===== config.mk =====
export PLATFORM = sky130hd
export DESIGN_NAME = led_fade_pwm
export DESIGN_NICKNAME = d
export VERILOG_FILES = /design/src/rtl/led_fade_pwm.sv
export SDC_FILE = /design/constraint.sdc
export NUM_CORES = 1
export LEC_CHECK = 0
export CAP_MARGIN = 25
export CORE_MARGIN = 5
export CORE_UTILIZATION = 40
export DETAILED_ROUTE_END_ITERATION = 16
export PLACE_DENSITY = 0.62
export SYNTH_ARGS = -nofsm -noshare
export SYNTH_HDL_FRONTEND = slang
export SYNTH_SLANG_ARGS = --single-unit

===== constraint.sdc =====
create_clock -name CLK -period 3.1 [get_ports CLK]
set_input_delay 0.465 -clock CLK [delete_from_list [all_inputs] [get_ports CLK]]
set_output_delay 0.465 -clock CLK [all_outputs]
set_load 0.01 [all_outputs]

===== src/rtl/led_fade_pwm.sv =====
// Multi-channel LED PWM driver with an autonomous per-channel brightness sequencer.
// Latency: LED/PWM_CLK/VAL_CLK are registered, one CLK after the counter state that produces them.
// Backpressure: none; EN=0 freezes every counter and brightness state and forces the outputs low.
//
// Ports:
//   CLK          system clock
//   RST          synchronous reset, active-high, overrides EN
//   EN           run enable
//   MODE         0=sawtooth, 1=triangle (breathing), 2=static, 3=hold
//   STATIC_DUTY  per-channel static duty, channel i at [i*W +: W], clamped to TOP
//   LED          PWM outputs, one per channel
//   PWM_CLK      one-CLK pulse per PWM period
//   VAL_CLK      one-CLK pulse per brightness update
module led_fade_pwm #(
  parameter int CH       = 3,
  parameter int W        = 8,
  parameter int TOP      = 124,
  parameter int PSC      = 24,
  parameter int STEP_DIV = 9
) (
  input  logic              CLK,
  input  logic              RST,
  input  logic              EN,
  input  logic [1:0]        MODE,
  input  logic [CH*W-1:0]   STATIC_DUTY,
  output logic [CH-1:0]     LED,
  output logic              PWM_CLK,
  output logic              VAL_CLK
);

  // A zero-valued divider still needs a one-bit counter.
  localparam int PSC_W  = (PSC > 0) ? $clog2(PSC + 1) : 1;
  localparam int STEP_W = (STEP_DIV > 0) ? $clog2(STEP_DIV + 1) : 1;

  localparam logic [PSC_W-1:0]  PSC_V  = PSC_W'(PSC);
  localparam logic [STEP_W-1:0] STEP_V = STEP_W'(STEP_DIV);
  localparam logic [W-1:0]      TOP_V  = W'(TOP);

  typedef enum logic [1:0] {
    MODE_SAW    = 2'd0,
    MODE_TRI    = 2'd1,
    MODE_STATIC = 2'd2,
    MODE_HOLD   = 2'd3
  } mode_e;

  // Channels start spread evenly across the brightness range so a
  // freshly reset board shows distinct levels on every LED.
  function automatic logic [W-1:0] init_b(input int idx);
    return W'(((TOP + 1) * (idx + 1)) / (CH + 1));
  endfunction

  // Counters
  logic [PSC_W-1:0]  psc_cnt_q,  psc_cnt_d;
  logic [W-1:0]      pwm_cnt_q,  pwm_cnt_d;
  logic [STEP_W-1:0] step_cnt_q, step_cnt_d;

  // Per-channel brightness engine state.
  // dir: 0 = counting up, 1 = counting down (triangle mode only).
  logic [CH-1:0][W-1:0] b_q,   b_d;
  logic [CH-1:0]        dir_q, dir_d;
  logic [CH-1:0][W-1:0] dty_q, dty_d;

  // Registered outputs
  logic [CH-1:0] led_q, led_d;
  logic          pwm_clk_q;
  logic          val_clk_q;

  // Static duty per channel after clamping to the brightness range.
  logic [CH-1:0][W-1:0] static_val;

  logic  tick;
  logic  boundary;
  logic  update;
  mode_e mode;

  assign mode     = mode_e'(MODE);
  assign tick     = EN && (psc_cnt_q == PSC_V);
  assign boundary = tick && (pwm_cnt_q == TOP_V);
  assign update   = boundary && (step_cnt_q == STEP_V);

  always_comb begin
    static_val = '0;
    for (int i = 0; i < CH; i++) begin
      static_val[i] = (STATIC_DUTY[i*W +: W] > TOP_V) ? TOP_V : STATIC_DUTY[i*W +: W];
    end
  end

  // Timebase: prescaler -> PWM counter -> step divider.
  always_comb begin
    psc_cnt_d  = psc_cnt_q;
    pwm_cnt_d  = pwm_cnt_q;
    step_cnt_d = step_cnt_q;

    if (tick) begin
      psc_cnt_d = '0;
    end else if (EN) begin
      psc_cnt_d = psc_cnt_q + PSC_W'(1);
    end

    if (boundary) begin
      pwm_cnt_d = '0;
    end else if (tick) begin
      pwm_cnt_d = pwm_cnt_q + W'(1);
    end

    if (boundary) begin
      step_cnt_d = (step_cnt_q == STEP_V) ? '0 : step_cnt_q + STEP_W'(1);
    end
  end

  // Brightness engine and duty latch.
  // dty is reloaded only at a period boundary, so the compare below never
  // sees a duty change mid-period and the LED cannot glitch. When an update
  // coincides with the boundary, dty takes the pre-update b (the new b shows
  // one period later), except in static mode where the clamped static value
  // goes straight into dty.
  always_comb begin
    b_d   = b_q;
    dir_d = dir_q;
    dty_d = dty_q;
    led_d = '0;

    for (int i = 0; i < CH; i++) begin
      if (boundary) begin
        dty_d[i] = (mode == MODE_STATIC) ? static_val[i] : b_q[i];
      end

      if (update) begin
        case (mode)
          MODE_SAW: begin
            b_d[i] = (b_q[i] == TOP_V) ? '0 : b_q[i] + W'(1);
          end
          MODE_TRI: begin
            if (!dir_q[i]) begin
              if (b_q[i] == TOP_V) begin
                b_d[i]   = TOP_V - W'(1);
                dir_d[i] = 1'b1;
              end else begin
                b_d[i] = b_q[i] + W'(1);
              end
            end else begin
              if (b_q[i] == '0) begin
                b_d[i]   = W'(1);
                dir_d[i] = 1'b0;
              end else begin
                b_d[i] = b_q[i] - W'(1);
              end
            end
          end
          MODE_STATIC: begin
            // dir is deliberately left alone so a return to triangle mode
            // keeps breathing in the direction it was going.
            b_d[i] = static_val[i];
          end
          default: begin
            // MODE_HOLD: freeze brightness and direction.
            b_d[i] = b_q[i];
          end
        endcase
      end

      led_d[i] = EN && (pwm_cnt_q < dty_q[i]);
    end
  end

  always_ff @(posedge CLK) begin
    if (RST) begin
      psc_cnt_q  <= '0;
      pwm_cnt_q  <= '0;
      step_cnt_q <= '0;
      for (int i = 0; i < CH; i++) begin
        b_q[i] <= init_b(i);
      end
      dir_q     <= '0;
      dty_q     <= '0;
      led_q     <= '0;
      pwm_clk_q <= 1'b0;
      val_clk_q <= 1'b0;
    end else begin
      psc_cnt_q  <= psc_cnt_d;
      pwm_cnt_q  <= pwm_cnt_d;
      step_cnt_q <= step_cnt_d;
      b_q        <= b_d;
      dir_q      <= dir_d;
      dty_q      <= dty_d;
      led_q      <= led_d;
      pwm_clk_q  <= boundary;
      val_clk_q  <= update;
    end
  end

  assign LED     = led_q;
  assign PWM_CLK = pwm_clk_q;
  assign VAL_CLK = val_clk_q;

endmodule


==> reports/summary.txt <==
========================================================================================================
Status                                                                                      complete, no violations
Proportion of layout cells with a drive suffix above 1                                             8.39%
Data required time at the worst endpoint                                                         3.35 ns
Number of iterations in the first detailed-routing pass                                                5
Number of flops mapped to enable cells by yosys                                                        0
Area enclosed by the die boundary                                                            15300 sq um
Core area                                                                                    12600 sq um
Longest individual stage delay on the worst path                                                 0.51 ns
Crit path kind                                                                              input port to register
Peak clock frequency supported by timing                                                       0.407 GHz
Number of diodes added for antenna fixing                                                              0
Leakage                                                                                       0.00218 uW
Number of primary I/O pins                                                                            34
Nets in the synthesized netlist                                                                      747
Worst VDD drop                                                                                    240 uV
Max-slew headroom at the worst pin                                                                 50.5%
Starting density of the core                                                                       40.8%
Count of input and output buffers                                                                     33
Final routed wire length divided by cell count                                              16.9 microns
Number of instances resized during post-cts repair                                                     0
Final layout net count                                                                               763
Final core utilization                                                                             47.5%
Netlist Area Pre-Place                                                                        5150 sq um
Post-CTS clock slew at the launch and capture registers of the worst setup and hold paths        0.06 ns
Die width                                                                                    123 microns
CTS H-tree lvls                                                                                        3
Sink Count                                                                                            73
Sum of routed wire length over all layers                                                        14.8 mm
Areal power density over the cells                                                           383 nW/um^2
Layout Skew                                                                                   0.00863 ns
Area delta synth->final                                                                            16.3%
Non-Filler Instances                                                                                 875
Async SR Flop Fraction                                                                                0%
Hold buffer count at cts                                                                               0
Global-route wire length before repair                                                           24.2 mm
Slew Viols, Final                                                                                      0
Final Hold Violating Endpoints                                                                         0
Hold path depth                                                                                        2
Residual overflow from global routing                                                                  0
Max Root-Sink Buffers                                                                                  2
Clock tree from TritonCTS                                                                           done
Endpoint type of the worst setup path                                                           register
Number of routed nets with antenna violations                                                          0
Largest fanout on the critical path                                                                   15
Maximum number of pins on one net before global-route repair                                          32
Top library cells by usage in the layout, fill and taps aside                               sky130_fd_sc_hd__dfxtp_1, sky130_fd_sc_hd__nor2_1, sky130_fd_sc_hd__nand2_1, sky130_fd_sc_hd__a21oi_1, sky130_fd_sc_hd__inv_1
Sort of element at the start of the critical path                                             input port
Cell family with most CP delay                                                              simple AND/OR/NAND/NOR gates
Cell type of the slowest stage on the worst timing path                                     sky130_fd_sc_hd__clkdlybuf4s50_1
Placer's final routability congestion estimate                                                     0.934
Total via count in the routed design                                                                5071
Starting DRC count in detailed routing                                                               448
Minimum clock period after layout                                                                2.46 ns
Post-Place Cells                                                                                     859
Final worst-path cycle share                                                                       79.3%
Cells on worst reg2reg path                                                                            9
Total power                                                                                      2290 uW
Reg-to-reg slack, setup                                                                          0.65 ns
Critical path buffers and inverters                                                                    2
Root Buffer                                                                                 sky130_fd_sc_hd__clkbuf_16
Avg Synthesized Cell Area                                                                     7.55 sq um
# setup viols final                                                                                    0
Proportion of synthesized chip area in sequential cells                                            28.4%
Hold Path Class                                                                             register to register
DR DRC count                                                                                           0
Leading register cell type out of synthesis                                                 sky130_fd_sc_hd__dfxtp_1
Total global-route track usage                                                                     20.0%
Synthesized instance count                                                                           682
Latest clock arrival within the worst-skew pair                                                  0.34 ns
Hold path start                                                                                dty_q[15]
Initial antenna violation count                                                                        0
Synthesis-stage register bit count                                                                    73
Count of different cell masters after synthesis                                                       66
Worst Max-Slew Pin Slew                                                                         0.741 ns
Capture point of the worst reg-to-reg path                                                       b_q[16]
Worst EP arrival                                                                                 2.71 ns
Count of standard-cell rows                                                                           41
Worst Hold Slack                                                                                0.450 ns
Die height                                                                                   123 microns
Number of CTS-inserted buffers                                                                         9
Via count of the first global-routing pass                                                          4767
Post-CTS setup buffer count                                                                            0
Vias per Instance                                                                                   5.80
Cells traversed along the worst timing path                                                 clkdlybuf4s50_1 > inv_1 > ha_1 > nand2b_1 > or2_2 > o22ai_1 > a21oi_1 > a211oi_1
Estimated wirelength of the detail-placed design                                                 10.9 mm
Worst R2R Start                                                                             pwm_cnt_q[0]
RSZ-0062 raised after global routing                                                                  no
Worst hold path endpoint                                                                       dty_q[15]
Count of max-cap constraint violations                                                                 0
Ys Warns                                                                                               0
Post-Route Setup TNS                                                                                0 ns
========================================================================================================
## tightest hold or removal path, cell delays in order, from the launching register on
cell,delay (ns)
sky130_fd_sc_hd__dfxtp_1,0.31
sky130_fd_sc_hd__nand2_1,0.05
sky130_fd_sc_hd__a21oi_1,0.05
## per-stage QoR
step                      setup WS (ns)  cell area, sq um
after floorplan                   0.803              5150
after global placement            0.352              5670
after detailed placement          0.305              5670
after CTS                         0.628              5990
after global routing              0.479              5990
final                             0.642              5990
## area by class of cell
class                   instances  area, sq um
clock buffers                  10          239
clock inverters                 6         90.1
fillers                      1286         6630
inverters                      41          154
multi-input cells             518         3340
flip-flops and latches         73         1460
well taps                     172          215
repair buffers                 55          490
## synthesized netlist by cell type, types with 12 or more instances
cell type	n	area, sq um
sky130_fd_sc_hd__o21ai_0	34	170
sky130_fd_sc_hd__a21oi_1	51	255
sky130_fd_sc_hd__clkbuf_1	43	161
sky130_fd_sc_hd__nor2_1	73	274
sky130_fd_sc_hd__inv_1	41	154
sky130_fd_sc_hd__nand3_1	22	110
sky130_fd_sc_hd__ha_1	36	450
sky130_fd_sc_hd__dfxtp_1	73	1460
sky130_fd_sc_hd__o211ai_1	16	120
sky130_fd_sc_hd__xnor2_1	18	158
sky130_fd_sc_hd__nand2_1	56	210
sky130_fd_sc_hd__xor2_1	13	114
sky130_fd_sc_hd__a211oi_1	12	90.1
sky130_fd_sc_hd__nor3_1	27	135
## worst max-delay path by stage
stage	start	to	slack, ns	cells after the start
after floorplan	pwm_cnt_q[0]	b_q[2]	0.80	9
after global placement	MODE[0]	b_q[21]	0.35	8
after detailed placement	MODE[0]	b_q[21]	0.31	8
after CTS	pwm_cnt_q[0]	b_q[16]	0.63	9
after global routing	pwm_cnt_q[0]	b_q[16]	0.48	9
final	MODE[0]	b_q[21]	0.64	8
## state kept, by name, indices dropped and copies added (netlist names)
name,flops
PWM_CLK,1
pwm_cnt_q,8
step_cnt_q,4
VAL_CLK,1
b_q,24
psc_cnt_q,5
LED,3
dty_q,24
dir_q,3
## logic make-up after synthesis
kind of cell / synth area share (%)
buffers and inverters: 6.85
AO/OA/AOI/OAI: 22.5
adder cells (fa/ha/maj): 8.74
AND/OR/NAND/NOR: 26.7
multiplexers: 1.60
XOR/XNOR: 5.27
flip-flops: 28.4
## layer usage
layer  vias to the layer above  track usage [%]  wire [microns]
met1                      2391             26.5            6600
met3                        16             3.89             906
met2                       171             33.2            7060
li1                       2493                -               -
met4                         0             5.19             182
met5                         -                0               0
## report_power, final
group          total (uW)  switching (uW)  internal, uW
Sequential            944            3.16           941
Clock                1160             433           730
Combinational         186             108          78.3
Power figures use the tool's default switching activity.
